===== config.mk =====
export PLATFORM = sky130hd
export DESIGN_NAME = life_monitor
export DESIGN_NICKNAME = d
export VERILOG_FILES = /design/src/rtl/life_monitor.sv
export SDC_FILE = /design/constraint.sdc
export NUM_CORES = 1
export LEC_CHECK = 0
export CAP_MARGIN = 20
export CELL_PAD_IN_SITES_DETAIL_PLACEMENT = 0
export CELL_PAD_IN_SITES_GLOBAL_PLACEMENT = 2
export CORE_ASPECT_RATIO = 1.25
export CORE_MARGIN = 3
export CORE_UTILIZATION = 41
export CTS_CLUSTER_SIZE = 30
export DETAILED_ROUTE_END_ITERATION = 10
export DONT_BUFFER_PORTS = 1
export PLACE_DENSITY = 0.95
export SLEW_MARGIN = 20
export SYNTH_ARGS = -nofsm -noshare
export SYNTH_HDL_FRONTEND = slang
export SYNTH_SLANG_ARGS = --single-unit

===== constraint.sdc =====
create_clock -name clk -period 8.7 [get_ports clk]
set_input_delay 1.74 -clock clk [delete_from_list [all_inputs] [get_ports clk]]
set_output_delay 1.74 -clock clk [all_outputs]
set_load 0.01 [all_outputs]

===== src/rtl/life_monitor.sv =====
// Classifies successive Game-of-Life generations (extinct / still / period-2 / running)
// and reports transitions through a one-deep event buffer. Optional OSC2 support: LIFE_MONITOR_OSC2_EN.
module life_monitor #(
    parameter int N     = 4,
    parameter int GEN_W = 16
) (
    input  logic                     clk,
    input  logic                     nrst,
    input  logic [N*N-1:0]           cells,
    input  logic                     sample_en,
    output logic [$clog2(N*N+1)-1:0] population,
    output logic [GEN_W-1:0]         gen_count,
    output logic [2:0]               state,
    output logic                     evt_valid,
    input  logic                     evt_ready,
    output logic [2:0]               evt_code,
    output logic [GEN_W-1:0]         evt_gen,
    output logic                     evt_overflow
);

    localparam int CELLS = N * N;
    localparam int POP_W = $clog2(CELLS + 1);

    typedef enum logic [2:0] {
        IDLE    = 3'd0,
        WARM    = 3'd1,
        RUN     = 3'd2,
        STILL   = 3'd3,
        OSC2    = 3'd4,
        EXTINCT = 3'd5
    } state_e;

    typedef enum logic [2:0] {
        EVT_NONE    = 3'd0,
        EVT_STILL   = 3'd1,
        EVT_OSC2    = 3'd2,
        EVT_EXTINCT = 3'd3,
        EVT_RESUME  = 3'd4
    } evt_e;

    logic [CELLS-1:0] p1_q, p1_d;
    logic             p1_vld_q, p1_vld_d;
`ifdef LIFE_MONITOR_OSC2_EN
    logic [CELLS-1:0] p2_q, p2_d;
    logic             p2_vld_q, p2_vld_d;
`endif
    logic [POP_W-1:0] pop_q, pop_d, pop_s;
    logic [GEN_W-1:0] gen_q, gen_d;
    state_e           state_q, state_d, class_s;
    logic             evt_valid_q, evt_valid_d;
    evt_e             evt_code_q, evt_code_d, raise_code;
    logic [GEN_W-1:0] evt_gen_q, evt_gen_d;
    logic             evt_ovf_q, evt_ovf_d;

    function automatic logic is_settled(input state_e s);
        return (s == STILL) || (s == OSC2) || (s == EXTINCT);
    endfunction

    always_comb begin : popcount
        pop_s = '0;
        for (int i = 0; i < CELLS; i++) begin
            pop_s = pop_s + POP_W'(cells[i]);
        end
    end

    // Later assignments take priority: extinct beats still, still beats period-2.
    always_comb begin : classify
        class_s = p1_vld_q ? RUN : WARM;
`ifdef LIFE_MONITOR_OSC2_EN
        if (p2_vld_q && (cells == p2_q) && (cells != p1_q)) class_s = OSC2;
`endif
        if (p1_vld_q && (cells == p1_q)) class_s = STILL;
        if (cells == '0) class_s = EXTINCT;
    end

    always_comb begin : event_detect
        raise_code = EVT_NONE;
        if (class_s != state_q) begin
            case (class_s)
                STILL:   raise_code = EVT_STILL;
                OSC2:    raise_code = EVT_OSC2;
                EXTINCT: raise_code = EVT_EXTINCT;
                RUN:     if (is_settled(state_q)) raise_code = EVT_RESUME;
                default: raise_code = EVT_NONE;
            endcase
        end
    end

    // NOTE: every next-state signal gets a hold default first so no path infers a latch.
    always_comb begin : next_state
        p1_d        = p1_q;
        p1_vld_d    = p1_vld_q;
`ifdef LIFE_MONITOR_OSC2_EN
        p2_d        = p2_q;
        p2_vld_d    = p2_vld_q;
`endif
        pop_d       = pop_q;
        gen_d       = gen_q;
        state_d     = state_q;
        evt_valid_d = evt_valid_q;
        evt_code_d  = evt_code_q;
        evt_gen_d   = evt_gen_q;
        evt_ovf_d   = evt_ovf_q;

        if (evt_valid_q && evt_ready) evt_valid_d = 1'b0;

        if (sample_en) begin
            p1_d     = cells;
            p1_vld_d = 1'b1;
`ifdef LIFE_MONITOR_OSC2_EN
            p2_d     = p1_q;
            p2_vld_d = p1_vld_q;
`endif
            pop_d    = pop_s;
            gen_d    = (gen_q == '1) ? gen_q : gen_q + GEN_W'(1);
            state_d  = class_s;
            if (raise_code != EVT_NONE) begin
                // A pending event that is not leaving this cycle is lost: flag it.
                if (evt_valid_q && !evt_ready) evt_ovf_d = 1'b1;
                evt_valid_d = 1'b1;
                evt_code_d  = raise_code;
                evt_gen_d   = gen_d;
            end
        end
    end

    // NOTE: state registers use non-blocking assignments; history is cleared too,
    // not just its valid bits, so no stale grid survives a reset.
    always_ff @(posedge clk) begin
        if (!nrst) begin
            p1_q        <= '0;
            p1_vld_q    <= 1'b0;
`ifdef LIFE_MONITOR_OSC2_EN
            p2_q        <= '0;
            p2_vld_q    <= 1'b0;
`endif
            pop_q       <= '0;
            gen_q       <= '0;
            state_q     <= IDLE;
            evt_valid_q <= 1'b0;
            evt_code_q  <= EVT_NONE;
            evt_gen_q   <= '0;
            evt_ovf_q   <= 1'b0;
        end else begin
            p1_q        <= p1_d;
            p1_vld_q    <= p1_vld_d;
`ifdef LIFE_MONITOR_OSC2_EN
            p2_q        <= p2_d;
            p2_vld_q    <= p2_vld_d;
`endif
            pop_q       <= pop_d;
            gen_q       <= gen_d;
            state_q     <= state_d;
            evt_valid_q <= evt_valid_d;
            evt_code_q  <= evt_code_d;
            evt_gen_q   <= evt_gen_d;
            evt_ovf_q   <= evt_ovf_d;
        end
    end

    assign population   = pop_q;
    assign gen_count    = gen_q;
    assign state        = state_q;
    assign evt_valid    = evt_valid_q;
    assign evt_code     = evt_code_q;
    assign evt_gen      = evt_gen_q;
    assign evt_overflow = evt_ovf_q;

endmodule


## Word-level counts from Yosys, hierarchy flattened

Cells that the tools add are included.

- Register bits after elaboration: 62
- Bits of input ports: 20

- Add/sub/neg operators: 16
- Eq/ne operators: 10
- Muxes and demuxes: 10
- Reductions and logical operators: 10

Operator list:

| operator | count |
|---|---|
| $add 5x1->5 | 11 |
| $add 16x1->16 const B | 1 |
| $eq 16x16->1 | 1 |
| $eq 16x16->1 const B | 1 |
| $logic_not 16->1 | 1 |
| $mux 16 | 1 |
| $eq 3x3->1 const B | 4 |
| $pmux 3 s4 | 1 |
| $eq 3x2->1 const B | 3 |
| $mux 3 | 3 |
| $add 4x1->5 | 1 |
| $add 3x1->4 | 1 |
| $mux 2 | 2 |
| $add 2x1->3 | 1 |
| $logic_and 1x1->1 | 3 |
| $mux 1 | 3 |
| $ne 3x3->1 | 1 |
| $reduce_and 3->1 | 1 |
| $reduce_bool 3->1 | 1 |
| $add 1x1->2 | 1 |
| $logic_or 1x1->1 | 2 |
| $reduce_and 2->1 | 1 |
| $logic_not 1->1 | 1 |

## Longest topological paths before layout

- Depth after elaboration: 15
- Mapped depth: 12

## Worst setup path before layout

No wires, ideal clock.

- Path type: input port to flip-flop
- Start: input port cells[0]
- End: register pop_q[4] (netlist: population[4])
- Library setup time: 132 ps
- Arrival time: 4659 ps
- Data required time: 8568 ps
- Path slack: 3909 ps
- Stages: 11
- Buffers on the path: 0
- Cell sequence: fa_1 -> inv_1 -> fa_1 -> fa_1 -> fa_1 -> inv_1 -> ha_1 -> fa_1 -> a21o_1 -> nand3_1 -> a21oi_1

- Word-level cells in the longest chain between the ends: 15

Ends and longest elaborated chain:

| what | RTL line | RTL |
|---|---|---|
| start, declared | 9 | `input logic [N*N-1:0] cells,` |
| $add 1x1->2 | 62 | `pop_s = pop_s + POP_W'(cells[i]);` |
| $add 2x1->3 | 62 |  |
| $add 3x1->4 | 62 |  |
| $add 4x1->5 | 62 |  |
| $add 5x1->5 (11 in series) | 62 |  |
| end signal, assigned | 151 | `pop_q <= pop_d;` |
| end, declared | 47 | `logic [POP_W-1:0] pop_q, pop_d, pop_s;` |

No other way between the ends.
A chain may end at the register's enable or synchronous reset.

## Final worst setup path

Same ends and word-level chain as after synthesis.

==> metrics.csv <==
stage,metric,value,unit
cts,clk-insertion-delay-late,0.36,ns
sta,setup_viol,0,
worst_setup_path,worst_setup_path_end_kind,register,
power_and_ir_drop,intPower,487,µW
worst_setup_path,r2r_cells,7,
placement,dp_slack,3.83,ns
sta,clock_skew,0.0112,ns
finish,mostFrequentLayoutCells,"62 x dfxtp_1, 53 x nor2_1, 34 x nand2_1",
placement,port_buffers,0,
power_and_ir_drop,peakVddDrop,0.000107,V
sta,fmax,223,MHz
global_routing,grt-busiest-layer,met2,
die,initial_utilization,42.7,%
power_and_ir_drop,seqPwrFrac,45.4,%
sta,drv_slew,0,
outcome,status,finished clean,
worst_setup_path,timing.rr.end,evt_gen[11],
power_and_ir_drop,pwr-share-comb,17.6,%
global_routing,met3_usage,4.99,%
cts,clk_path_buf_depth,2,
power_and_ir_drop,pwr-share-clk,37.0,%
logic_synthesis,synth-simple-area-share,22.8,%
worst_setup_path,cp-endpoint,population[4],
worst_setup_path,start_kind,input pin,
cts,ctsResizeCount,0,
cts,clkSlewWorstSetupHoldPaths,0.07,ns
power_and_ir_drop,switchingPower,201,µW
sta,final.setup.tns,0,ns
logic_synthesis,syn_area,3780,µm²
cts,numClockSinks,62,
finish,diodes,0,
power_and_ir_drop,p_leak,0.00166,µW
finish,final_nets,469,
global_routing,gr-usage-met2,32.0,%
route,via_count,3201,
sta,tightest_slew,0.986,ns
logic_synthesis,ys.flop_type,dfxtp_1,
finish,area_growth_syn_to_layout,6.26,%
cts,ctsHoldBuffers,0,
global_routing,grtUsageTotal,19.6,%
finish,multi_input_area,2330,µm²
die,die_w,91.9,µm
cts,postCtsSetupBuffers,0,
die,die_h,113,µm
logic_synthesis,ys_warn_count,0,
global_routing,antenna_found_initial,0,
route,routedWlPerCell,17.3,µm
placement,post-dp-hpwl,6.83,mm
die,rows,38,
route,via_per_inst,5.75,
sta,period_share,51.6,%
worst_setup_path,r2r_slack,5.87,ns
logic_synthesis,synth_edf_count,0,
logic_synthesis,avgSynthCellArea,8.45,µm²
logic_synthesis,ys_types,59,
power_and_ir_drop,p_sw_share,29.2,%
global_routing,grt_overflow,0,
power_and_ir_drop,power.density,171,nW/µm²
route,drtIter0Drc,194,
placement,gp_congestion,0.773,
min_path,min_path_type,reg2reg,
logic_synthesis,synthAdderAreaFrac,7.62,%
worst_setup_path,worst-path-max-fanout,4,
finish,final_common_cell,dfxtp_1,
sta,finalWorstSetupSlack,4.21,ns
cts,numCtsBuffers,9,
global_routing,grt_pass1_vias,3226,
global_routing,grt_pass1_wl,16.3,mm
global_routing,met1_usage,24.5,%
logic_synthesis,synth_xor_area_share,7.42,%
logic_synthesis,synth_compound_area_share,15.3,%
global_routing,grt_max_degree,42,
finish,drive_above_1_share,7.32,%
worst_setup_path,worstReg2RegStart,gen_count[0],
die,io_pins,65,
logic_synthesis,syn_nets,484,
logic_synthesis,syn_inst,447,
logic_synthesis,ys_seq_area_share,32.8,%
worst_setup_path,required,8.93,ns
worst_setup_path,crit_path_start,cells[0],
die,core,8840,µm²
logic_synthesis,synth_top_family_by_area,simple AND/OR/NAND/NOR gates,
cts,cts_root_buffer,clkbuf_8,
logic_synthesis,synthMuxAreaShare,8.34,%
finish,fillers,915,
die,die_area,10400,µm²
logic_synthesis,async_flop_share,0,%
sta,slew-limit-headroom,33.8,%
route,ant_nets,0,
worst_setup_path,critPathKind,in2reg,
route,drc,0,
logic_synthesis,ys_ff_latch,62,
worst_setup_path,cp.arrival,4.72,ns
sta,hold_viol_final,0,
route,routed_wl,9.64,mm
cts,cts_tree,done,
sta,rsz0062_at_grt,false,
run,drv_cap,0,
finish,ff_latch_area,1240,µm²
cts,h-tree-depth,3,
sta,finalCriticalPeriod,4.49,ns
route,drtPass1Iterations,5,
-- synth_stat cells (2+ instances only) --
master,number,area (µm²)
a211o_1,3,26.3
a211oi_1,2,15.0
a21boi_0,4,30.0
a21o_1,2,15.0
a21oi_1,25,125
a22oi_1,5,37.5
a2bb2oi_1,3,26.3
a31oi_1,3,18.8
a32o_1,3,30.0
a32oi_1,4,35.0
a41oi_1,2,17.5
and3_1,11,68.8
and4_1,2,17.5
buf_1,8,30.0
buf_2,5,25.0
buf_6,2,22.5
clkbuf_1,14,52.6
dfxtp_1,62,1240
fa_1,10,200
ha_1,7,87.6
inv_1,22,82.6
mux2_2,4,45.0
mux2i_1,27,270
nand2_1,34,128
nand3_1,21,105
nand4_1,11,68.8
nand4_2,2,25.0
nor2_1,53,199
nor2b_1,4,25.0
nor3_1,4,20.0
nor3b_1,2,15.0
nor4_1,7,43.8
nor4_2,2,25.0
o211ai_1,2,15.0
o21ai_0,17,85.1
o311ai_1,4,35.0
or4_1,2,15.0
xnor2_1,8,70.1
xor2_1,24,210
-- routing by layer --
metal	routed length, µm	vias to the layer above
li1	-	1564
met1	4190	1519
met2	4590	105
met3	694	13
met4	163	0
met5	0	-
-- how the worst min path moves through the flow --
stage,from,to,slack (ns),depth (start not counted)
after CTS,evt_code[0],evt_code[0],0.51,2
after detailed placement,evt_code[0],evt_code[0],0.50,2
final,evt_code[0],evt_code[0],0.51,2
after global placement,p1_q[10],p1_q[10],0.49,2
after global routing,evt_code[0],evt_code[0],0.53,2
after floorplan,evt_code[2],evt_code[2],0.48,2
-- per-stage QoR --
| step | area (µm²) | cells | power [µW] | utilization [%] | hold slack, ns |
|---|---|---|---|---|---|
| after floorplan | 3780 | 447 | 422 | - | 0.480 |
| after global placement | 3820 | 541 | 440 | 43.2 | 0.494 |
| after detailed placement | 3820 | 541 | 442 | 43.2 | 0.501 |
| after CTS | 4010 | 557 | 695 | 45.4 | 0.511 |
| after global routing | 4020 | 557 | 729 | 45.4 | 0.531 |
| final | 4020 | 557 | 687 | 45.4 | 0.506 |
-- state kept, by name, summed over array words and instances (netlist names) --
register / count
p1_q: 16
evt_overflow: 1
evt_gen: 16
state: 3
p1_vld_q: 1
evt_valid: 1
gen_count: 16
evt_code: 3
population: 5
-- worst max-delay path, cell delays in order --
cell and delay (ns):
fa_1 0.52, inv_1 0.05, fa_1 0.52, fa_1 0.43, fa_1 0.49, inv_1 0.05, ha_1 0.20, fa_1 0.40
a21o_1 0.19, nand3_1 0.07, a21oi_1 0.06
-- power groups by stage --
stage	combinational (µW)	sequential, µW	clock, µW
after floorplan	107	315	0
after global placement	121	318	0
after detailed placement	123	318	0
after CTS	124	312	259
after global routing	143	314	272
final	121	312	254
-- final cells by class --
cell class	instances	area share, %
Tap cell	120	3.74
Clock buffer	10	3.18
Clock inverter	6	1.56
Timing Repair Buffer	3	0.561
Sequential cell	62	30.9
Multi-Input combinational cell	334	58.0
Inverter	22	2.06
-- logic make-up after synthesis --
family	count (synthesis)
compound gates	87
flops	62
xor+xnor	32
buf+inv	51
mux	31
simple gates	167
fa+ha+maj	17
(Power assumes the default switching activity.)
